## config.mk

```make
export PLATFORM = sky130hd
export DESIGN_NAME = fxp8s_mul_seq_flat
export DESIGN_NICKNAME = d
export VERILOG_FILES = /design/src/rtl/fxp8s_pkg.sv /design/src/rtl/fxp8s_mul_seq_if.sv /design/src/rtl/fxp8s_mag_sat.sv /design/src/rtl/fxp8s_mul_seq.sv /design/src/flat_wrapper.sv
export SDC_FILE = /design/constraint.sdc
export NUM_CORES = 1
export LEC_CHECK = 0
export CAP_MARGIN = 25
export CORE_ASPECT_RATIO = 1.25
export CORE_MARGIN = 1
export CORE_UTILIZATION = 47
export CTS_BUF_LIST = sky130_fd_sc_hd__clkbuf_16
export CTS_CLUSTER_DIAMETER = 50
export DETAILED_ROUTE_END_ITERATION = 6
export PLACE_DENSITY = 0.7
export SYNTH_ARGS = -nofsm -noshare
export SYNTH_HDL_FRONTEND = slang
export SYNTH_SLANG_ARGS = --single-unit
```

## constraint.sdc

```tcl
create_clock -name clk -period 4.9 [get_ports clk]
set_input_delay 0.98 -clock clk [delete_from_list [all_inputs] [get_ports clk]]
set_output_delay 0.98 -clock clk [all_outputs]
set_load 0.01 [all_outputs]
```

## src/rtl/fxp8s_pkg.sv

```systemverilog
// Shared FXP8S sign-magnitude format constants and sequencer state encoding.
// Used by both the iterative multiplier and the divider.
package fxp8s_pkg;

    localparam int          FXP8S_WIDTH   = 8;
    localparam int          FXP8S_SIGN    = 7;
    localparam int          FXP8S_MAG_W   = 7;
    localparam int          FXP8S_FRAC_W  = 3;
    localparam logic [6:0]  FXP8S_MAG_MAX = 7'h7F;

    typedef enum logic [1:0] {
        IDLE = 2'd0,
        BUSY = 2'd1,
        DONE = 2'd2
    } fxp8s_state_e;

endpackage

```

## src/rtl/fxp8s_mul_seq_if.sv

```systemverilog
// Operand and result valid/ready handshakes of the FXP8S sequential multiplier.
// The producer/consumer side uses master; the multiplier uses slave.
interface fxp8s_mul_seq_if;
    import fxp8s_pkg::*;

    logic                   in_valid;
    logic                   in_ready;
    logic [FXP8S_WIDTH-1:0] in_a;
    logic [FXP8S_WIDTH-1:0] in_b;
    logic                   out_valid;
    logic                   out_ready;
    logic [FXP8S_WIDTH-1:0] out_p;
    logic                   out_ovf;
    logic                   busy;

    modport master (
        output in_valid, in_a, in_b, out_ready,
        input  in_ready, out_valid, out_p, out_ovf, busy
    );

    modport slave (
        input  in_valid, in_a, in_b, out_ready,
        output in_ready, out_valid, out_p, out_ovf, busy
    );

endinterface

```

## src/rtl/fxp8s_mag_sat.sv

```systemverilog
// Rescales a double-width raw magnitude product by the fractional shift,
// truncating toward zero, and clamps or wraps it to MAG_W bits.
module fxp8s_mag_sat
    import fxp8s_pkg::*;
#(
    parameter int MAG_W    = FXP8S_MAG_W,
    parameter int FRAC_W   = FXP8S_FRAC_W,
    parameter int SATURATE = 1
) (
    input  logic [2*MAG_W-1:0] raw,
    output logic [MAG_W-1:0]   mag,
    output logic               ovf
);

    logic [2*MAG_W-1:0] scaled;

    assign scaled = raw >> FRAC_W;
    assign ovf    = |scaled[2*MAG_W-1:MAG_W];
    assign mag    = (ovf && (SATURATE != 0)) ? '1 : scaled[MAG_W-1:0];

endmodule

```

## src/rtl/fxp8s_mul_seq.sv

```systemverilog
// Iterative shift-add FXP8S multiplier: one multiplier bit per cycle, fixed
// MAG_W-cycle latency, registered saturated result held until consumed.
module fxp8s_mul_seq
    import fxp8s_pkg::*;
#(
    parameter int MAG_W    = FXP8S_MAG_W,
    parameter int FRAC_W   = FXP8S_FRAC_W,
    parameter int SATURATE = 1
) (
    input  logic            clk,
    input  logic            rst,
    fxp8s_mul_seq_if.slave  bus
);

    localparam int ACC_W = 2 * MAG_W;
    localparam int CNT_W = $clog2(MAG_W);

    fxp8s_state_e       state_q, state_d;
    logic [MAG_W-1:0]   a_mag_q, b_mag_q;
    logic               sign_q;
    logic [ACC_W-1:0]   acc_q;
    logic [CNT_W-1:0]   cnt_q;
    logic [MAG_W:0]     p_q;
    logic               ovf_q;

    logic               in_ready_c, busy_c;
    logic               accept, iter_last;
    logic [ACC_W-1:0]   addend, acc_sum;
    logic [MAG_W-1:0]   sat_mag;
    logic               sat_ovf;

    assign accept    = bus.in_valid && in_ready_c;
    assign iter_last = (cnt_q == CNT_W'(MAG_W - 1));

    always_ff @(posedge clk or posedge rst) begin
        if (rst) state_q <= IDLE;
        else     state_q <= state_d;
    end

    always_comb begin
        // NOTE: every output gets a default before the case so no path leaves a latch.
        state_d    = state_q;
        in_ready_c = 1'b0;
        busy_c     = 1'b0;
        unique case (state_q)
            IDLE: begin
                in_ready_c = 1'b1;
                if (bus.in_valid) state_d = BUSY;
            end
            BUSY: begin
                busy_c = 1'b1;
                if (iter_last) state_d = DONE;
            end
            DONE: begin
                // Result handoff and the next accept may share one edge.
                in_ready_c = bus.out_ready;
                if (bus.out_ready) state_d = bus.in_valid ? BUSY : IDLE;
            end
            default: state_d = IDLE;
        endcase
    end

    assign addend  = b_mag_q[cnt_q] ? (ACC_W'(a_mag_q) << cnt_q) : '0;
    assign acc_sum = acc_q + addend;

    fxp8s_mag_sat #(
        .MAG_W    (MAG_W),
        .FRAC_W   (FRAC_W),
        .SATURATE (SATURATE)
    ) u_mag_sat (
        .raw (acc_sum),
        .mag (sat_mag),
        .ovf (sat_ovf)
    );

    // NOTE: sequential state uses non-blocking assignments so every register samples pre-edge values.
    always_ff @(posedge clk or posedge rst) begin
        if (rst) begin
            a_mag_q <= '0;
            b_mag_q <= '0;
            sign_q  <= 1'b0;
            acc_q   <= '0;
            cnt_q   <= '0;
            p_q     <= '0;
            ovf_q   <= 1'b0;
        end else if (accept) begin
            a_mag_q <= bus.in_a[MAG_W-1:0];
            b_mag_q <= bus.in_b[MAG_W-1:0];
            sign_q  <= bus.in_a[FXP8S_SIGN] ^ bus.in_b[FXP8S_SIGN];
            acc_q   <= '0;
            cnt_q   <= '0;
        end else if (state_q == BUSY) begin
            acc_q <= acc_sum;
            cnt_q <= cnt_q + 1'b1;
            if (iter_last) begin
                // A zero magnitude never carries a sign.
                p_q   <= {sign_q & (|sat_mag), sat_mag};
                ovf_q <= sat_ovf;
            end
        end
    end

    assign bus.in_ready  = in_ready_c;
    assign bus.busy      = busy_c;
    assign bus.out_valid = (state_q == DONE);
    assign bus.out_p     = p_q;
    assign bus.out_ovf   = ovf_q;

endmodule

```

## src/flat_wrapper.sv

```systemverilog
// flat-port wrapper written by rule: the top's interface ports become plain ports
module fxp8s_mul_seq_flat import fxp8s_pkg::*;
#(
    parameter int MAG_W    = FXP8S_MAG_W,
    parameter int FRAC_W   = FXP8S_FRAC_W,
    parameter int SATURATE = 1
)
  (clk, rst, bus_in_valid, bus_in_a, bus_in_b, bus_out_ready, bus_in_ready, bus_out_valid, bus_out_p, bus_out_ovf, bus_busy);
  fxp8s_mul_seq_if bus_i ();
  input  logic clk;
  input  logic rst;
  input wire logic [$bits(bus_i.in_valid)-1:0] bus_in_valid;
  input wire logic [$bits(bus_i.in_a)-1:0] bus_in_a;
  input wire logic [$bits(bus_i.in_b)-1:0] bus_in_b;
  input wire logic [$bits(bus_i.out_ready)-1:0] bus_out_ready;
  output wire logic [$bits(bus_i.in_ready)-1:0] bus_in_ready;
  output wire logic [$bits(bus_i.out_valid)-1:0] bus_out_valid;
  output wire logic [$bits(bus_i.out_p)-1:0] bus_out_p;
  output wire logic [$bits(bus_i.out_ovf)-1:0] bus_out_ovf;
  output wire logic [$bits(bus_i.busy)-1:0] bus_busy;
  assign bus_i.in_valid = bus_in_valid;
  assign bus_i.in_a = bus_in_a;
  assign bus_i.in_b = bus_in_b;
  assign bus_i.out_ready = bus_out_ready;
  assign bus_in_ready = bus_i.in_ready;
  assign bus_out_valid = bus_i.out_valid;
  assign bus_out_p = bus_i.out_p;
  assign bus_out_ovf = bus_i.out_ovf;
  assign bus_busy = bus_i.busy;
  fxp8s_mul_seq #(.MAG_W(MAG_W), .FRAC_W(FRAC_W), .SATURATE(SATURATE)) u_core (.clk(clk), .rst(rst), .bus(bus_i));
endmodule
```

# After elaboration in Yosys (flattened, before gate mapping)
# Index checks and enable logic that the tools add are counted.
[word_totals]
ff_bits = 43
latchBits = 0
ram_bits = 0
mem_bits_ro = 0
in_bits = 20
out_inout_bits = 12
elab_cells = 43
n_memories = 0
[classes]
addsub = 2
mul = 0
div = 0
order_cmp = 1
n_eq_ne = 6
n_shift = 1
n_mux = 15
n_bitwise = 3
n_reduce_logical = 7
[op_table]
columns = ["op", "n"]
rows = [
  ["two-way mux 14 bit", 3],
  ["adder 14 bit", 1],
  ["<< shifter 7 x 3 -> 14 bit", 1],
  ["two-way mux 7 bit", 1],
  ["OR reduction 7 bit", 1],
  ["two-way mux 2 bit", 3],
  ["two-way mux 3 bit", 2],
  ["one-hot mux 2 bit (3 select lines)", 1],
  ["AND reduction 3 bit", 2],
  ["less-than comparator 3 x 4 -> 1 bit, second input constant", 1],
  ["!= test 2 bit, second input constant", 2],
  ["OR reduction 4 bit", 1],
  ["adder 3 x 1 -> 3 bit, second input constant", 1],
  ["binary-select mux 1 bit (select 3 bit)", 1],
  ["== test 3 bit, second input constant", 1],
  ["two-way mux 1 bit", 3],
  ["== test 2 x 1 -> 1 bit, second input constant", 1],
  ["== test 2 bit, second input constant", 1],
  ["zero test 2 bit", 1],
  ["!= test 2 x 1 -> 1 bit, second input constant", 1],
  ["one-hot mux 1 bit (2 select lines)", 1],
  ["nonzero test 2 bit", 1],
  ["bitwise AND 1 bit", 1],
  ["logical AND 1 bit", 1],
  ["2 further kinds", 2],
]

# Depth between registers and ports, before layout
[depth]
depth_word = 8
depth_mapped = 17
mapped_depth_nobuf = 14

# Modules after synthesis
# Synthesis repeated with hierarchy kept, for this count alone.
[unflattened]
cells_unflattened = 295
hier_area_um2 = 2790.2
[modules_own_cells]
columns = ["mod", "instances", "cells_each", "area_per_inst_um2", "seq_area_each_um2"]
rows = [
  ["fxp8s_mul_seq", 1, 286, 2721.4, 1076.0],
  ["fxp8s_mag_sat", 1, 9, 68.8, 0.0],
]

# Worst setup path before layout
# No wires, ideal clock.
[synth_path]
path_kind = "reg-to-reg"
from = "register u_core.cnt_q[0]"
to = "register u_core.p_q[7] (netlist: u_core.bus.out_p[7])"
arrival_ps = 3372
t_required_ps = 4742
slack_ps = 1370
path_stages_with_launch = 13
n_path_buf = 1
synth_period_minus_slack_ps = 3530
cell_sequence = "dfrtp_1 clkbuf_1 mux4_2 nand2_1 nor4b_1 ha_1 fa_1 a211oi_1 o21ai_0 a31o_1 a21oi_1 xor2_1 a41oi_2"
[synth_between]
elab_chain_len = 8
elab_cells_between_ends = 11
cone_classes = "add/sub (1); eq/ne (1); shift (1); mux (4); bitwise (1); reduce/logical (3)"
[synth_rtl]
columns = ["element", "line_no", "rtl"]
rows = [
  ["start: declaration", "fxp8s_mul_seq.sv:22", "logic [CNT_W-1:0] cnt_q;"],
  ["start signal: assignment", "fxp8s_mul_seq.sv:94", "cnt_q <= cnt_q + 1'b1;"],
  ["binary-select mux 1 bit (select 3 bit)", "fxp8s_mul_seq.sv:63", "assign addend = b_mag_q[cnt_q] ? (ACC_W'(a_mag_q) << cnt_q) : '0;"],
  ["two-way mux 1 bit (not written as such)", "fxp8s_mul_seq.sv:63", ""],
  ["two-way mux 14 bit", "fxp8s_mul_seq.sv:63", ""],
  ["adder 14 bit", "fxp8s_mul_seq.sv:64", "assign acc_sum = acc_q + addend;"],
  ["OR reduction 4 bit", "fxp8s_mag_sat.sv:18", "assign ovf = |scaled[2*MAG_W-1:MAG_W];"],
  ["two-way mux 7 bit", "fxp8s_mag_sat.sv:19", "assign mag = (ovf && (SATURATE != 0)) ? '1 : scaled[MAG_W-1:0];"],
  ["OR reduction 7 bit", "fxp8s_mul_seq.sv:97", "p_q <= {sign_q & (|sat_mag), sat_mag};"],
  ["bitwise AND 1 bit", "fxp8s_mul_seq.sv:97", ""],
  ["end signal: assignment", "fxp8s_mul_seq.sv:97", ""],
  ["end: declaration", "fxp8s_mul_seq.sv:23", "logic [MAG_W:0] p_q;"],
]
# Parallel ways exist; a longest one is shown, timed or not. The select of a mux whose other input is x is not followed.
# A chain may end at the register's enable or synchronous reset.

# Worst setup path after layout
[layout_path]
from = "register u_core.cnt_q[1]"
to = "register u_core.p_q[7] (netlist: u_core.bus.out_p[7])"
# Same word-level chain as after synthesis.

==> run summary <==
Status: complete, no violations
Die height: 86.4 um
Final Cycle Share: 81.0%
Diodes inserted: 0
Fmax: 0.252 GHz
Final global-route overflow total: 0
Reg power frac: 27.0%
Worst-path fanout max: 18
Clk sinks: 43
Psw: 1.08 mW
Switch share: 43.9%
Max Cap Viol: 0
VDD IR max: 368 uV
Reg2Reg Setup Slack: 0.93 ns
Critical Path Start Type: register
Drt wl/cell: 14.9 um
Synth Cell Area: 2680 um^2
Commonest non-fill, non-tap cell in the layout: dfrtp_1
Gpl congestion: 0.911
Slew at the pin with the worst max-slew slack: 1.01 ns
Initial Util: 49.2%
CP Data Required Time: 5.02 ns
# rows: 30
DR vias: 2212
Type of the tightest min-delay check: reg -> reg
Most common flop cell mapped by yosys: dfrtp_1
Vias/cell: 5.87
Max-slew violation count: 0
CTS H-tree lvls: 2
Hold Vio Cnt, Final: 0
Worst Setup SP: u_core.cnt_q[1]
Syn nets: 321
Final min period: 3.97 ns
Synth Register Bits: 43
Post-synthesis cell type count: 45
TritonCTS clock tree: done
Reg2Reg Capture Point: u_core.bus.out_p[7]
Die X: 69.5 um
Arrival time worst endpoint: 4.09 ns
Sequential share of the synthesized area: 40.2%
Post-cts hold buffer count: 0
Resized cells post-CTS: 0
Slew margin rel.: 32.7%
Fillers: 478
Port bufs: 31
Clock Power Share: 12.7%
WHS: 0.508 ns
R2R cell count: 11
Worst skew pair latency: 0.28 ns
YS warnings: 0
Initial antenna violation count: 0
Drt pass-1 iters: 4
Cell taking the most area after synthesis: dfrtp_1
HPWL Detailed: 4160 um
I/O pin cnt: 32
Starting DRT DRC Count: 82
Crit Path Class: reg -> reg
PwrDens: 774 nW/um^2
Core area: 5440 um^2
Vias in the first global route: 2154
Pint: 1.38 mW
Ranking of synthesized cells by area: dfrtp_1 (40%), ha_1 (7.0%), mux2_2 (6.7%)
Most frequent cells in the layout: dfrtp_1 (43), clkdlybuf4s50_1 (31), nand2_1 (30)
Crit end category: register
Routed Antenna Nets: 0
Residual DRC: 0
EDFF count, synth: 0
CTS Root Cell: clkbuf_16
Pin count of the biggest net entering global routing: 44
# nets final: 348
Clock skew: 0.00377 ns
Mean Syn Cell Area: 9.39 um^2
RSZ-0062 raised after global routing: no
Mapped Cells: 285
Static leakage: 1.40 nW
Post-CTS setup buffer count: 0
Post-synth ARST share: 100%
Area share of the leading cell type in the synthesized netlist: 40.2%
Fraction of layout cells with a size suffix above 1: 11.2%
R2r startpoint: u_core.cnt_q[1]
Combinational share of power: 60.4%
Setup TNS Final: 0 ns
Max clock buf depth: 2
First-pass GRT wire length: 9830 um
Die area: 6000 um^2
GRT Util Overall: 20.5%
# setup viols final: 0
DRT Wirelength: 5610 um
Setup crit end: u_core.bus.out_p[7]
P&R area growth vs syn: 18.7%
Num CTS Buffers: 5
Clk slew on worst S/H paths: 0.06 ns
==> per-layer routing <==
metal / track usage, % / vias up / part of all wire [%]
li1: - / 1083 / -
met1: 23.3 / 1066 / 43
met2: 36.5 / 55 / 51
met3: 5.12 / 8 / 3.9
met4: 8.91 / 0 / 1.7
met5: 0 / - / 0
==> flip-flops by register name, summed over array words and instances, names as in the netlist <==
name                count
u_core.acc_q           14
u_core.bus.out_ovf      1
u_core.bus.out_p        8
u_core.cnt_q            3
u_core.b_mag_q          7
u_core.a_mag_q          7
u_core.sign_q           1
u_core.state_q          2
==> power by group through the flow <==
stage	logic [mW]	clock network (mW)	registers (mW)
final	1.49	0.312	0.664
after global routing	1.66	0.335	0.690
after CTS	1.47	0.320	0.665
after detailed placement	1.46	0	0.670
after global placement	1.44	0	0.665
after floorplan	1.13	0	0.631
==> cells by family (layout without fill, tap and decap cells) <==
family	count (synthesis)	after routing	share of synthesized area, %
simple gates	90	90	15.8
xor+xnor	11	11	3.60
compound gates	78	78	19.2
mux	23	23	9.82
flops	43	43	40.2
buf+inv	24	52	3.65
fa+ha+maj	16	16	7.76
==> how the worst min path moves through the flow <==
stage	endpoint	cells past startpoint	slack [ns]	from
final	u_core.b_mag_q[1]	1	0.51	u_core.b_mag_q[1]
after global routing	u_core.b_mag_q[1]	1	0.53	u_core.b_mag_q[1]
after CTS	u_core.b_mag_q[1]	1	0.52	u_core.b_mag_q[1]
after detailed placement	u_core.b_mag_q[1]	1	0.50	u_core.b_mag_q[1]
after global placement	u_core.b_mag_q[1]	1	0.50	u_core.b_mag_q[1]
after floorplan	u_core.b_mag_q[2]	1	0.48	u_core.b_mag_q[2]
==> through the flow <==
| step | area (um^2) | util [%] | instances | worst slack (ns) | total power, mW |
|---|---|---|---|---|---|
| global placement | 3030 | 55.6 | 368 | 1.16 | 2.11 |
| detailed placement | 3030 | 55.6 | 368 | 1.05 | 2.13 |
| floorplan | 2680 | - | 285 | 1.37 | 1.76 |
| CTS | 3160 | 58.1 | 376 | 0.970 | 2.46 |
| global route | 3180 | 58.4 | 377 | 0.688 | 2.69 |
| finish | 3180 | 58.4 | 377 | 0.931 | 2.46 |
==> layout make-up <==
class	instances	area [um^2]	area share, %
inverters	9	33.8	1.06
flip-flops and latches	43	1080	33.9
clock buffers	5	125	3.94
multi-input cells	218	1500	47.3
clock inverters	3	12.5	0.394
well taps	64	80.1	2.52
repair buffers	35	348	10.9
==> worst max-delay path, stage by stage, from the launching register on <==
cell,delay [ns]
dfrtp_1,0.71
mux4_2,0.39
nand2_1,0.15
nor4b_1,0.08
ha_1,0.26
fa_1,0.44
a211oi_1,0.33
o21ai_0,0.22
a31o_1,0.24
a21oi_1,0.18
xor2_1,0.61
a41oi_2,0.21
==> synth_stat cells, drive strengths merged (2+ instances only) <==
cell and number:
dfrtp 43, nand2 30, nor2 27, a21oi 20
mux2 16, ha 15, o22ai 14, clkbuf 13
o21ai 13, inv 9, a31oi 8, mux2i 6
xnor2 6, a211oi 5, a21o 5, nand3 5
nor3 5, xor2 5, and2 4, and3 4
o21a 4, or2 4, and4 3, buf 2
nor2b 2, o31a 2
No activity file was read; power rests on OpenSTA's default activity.
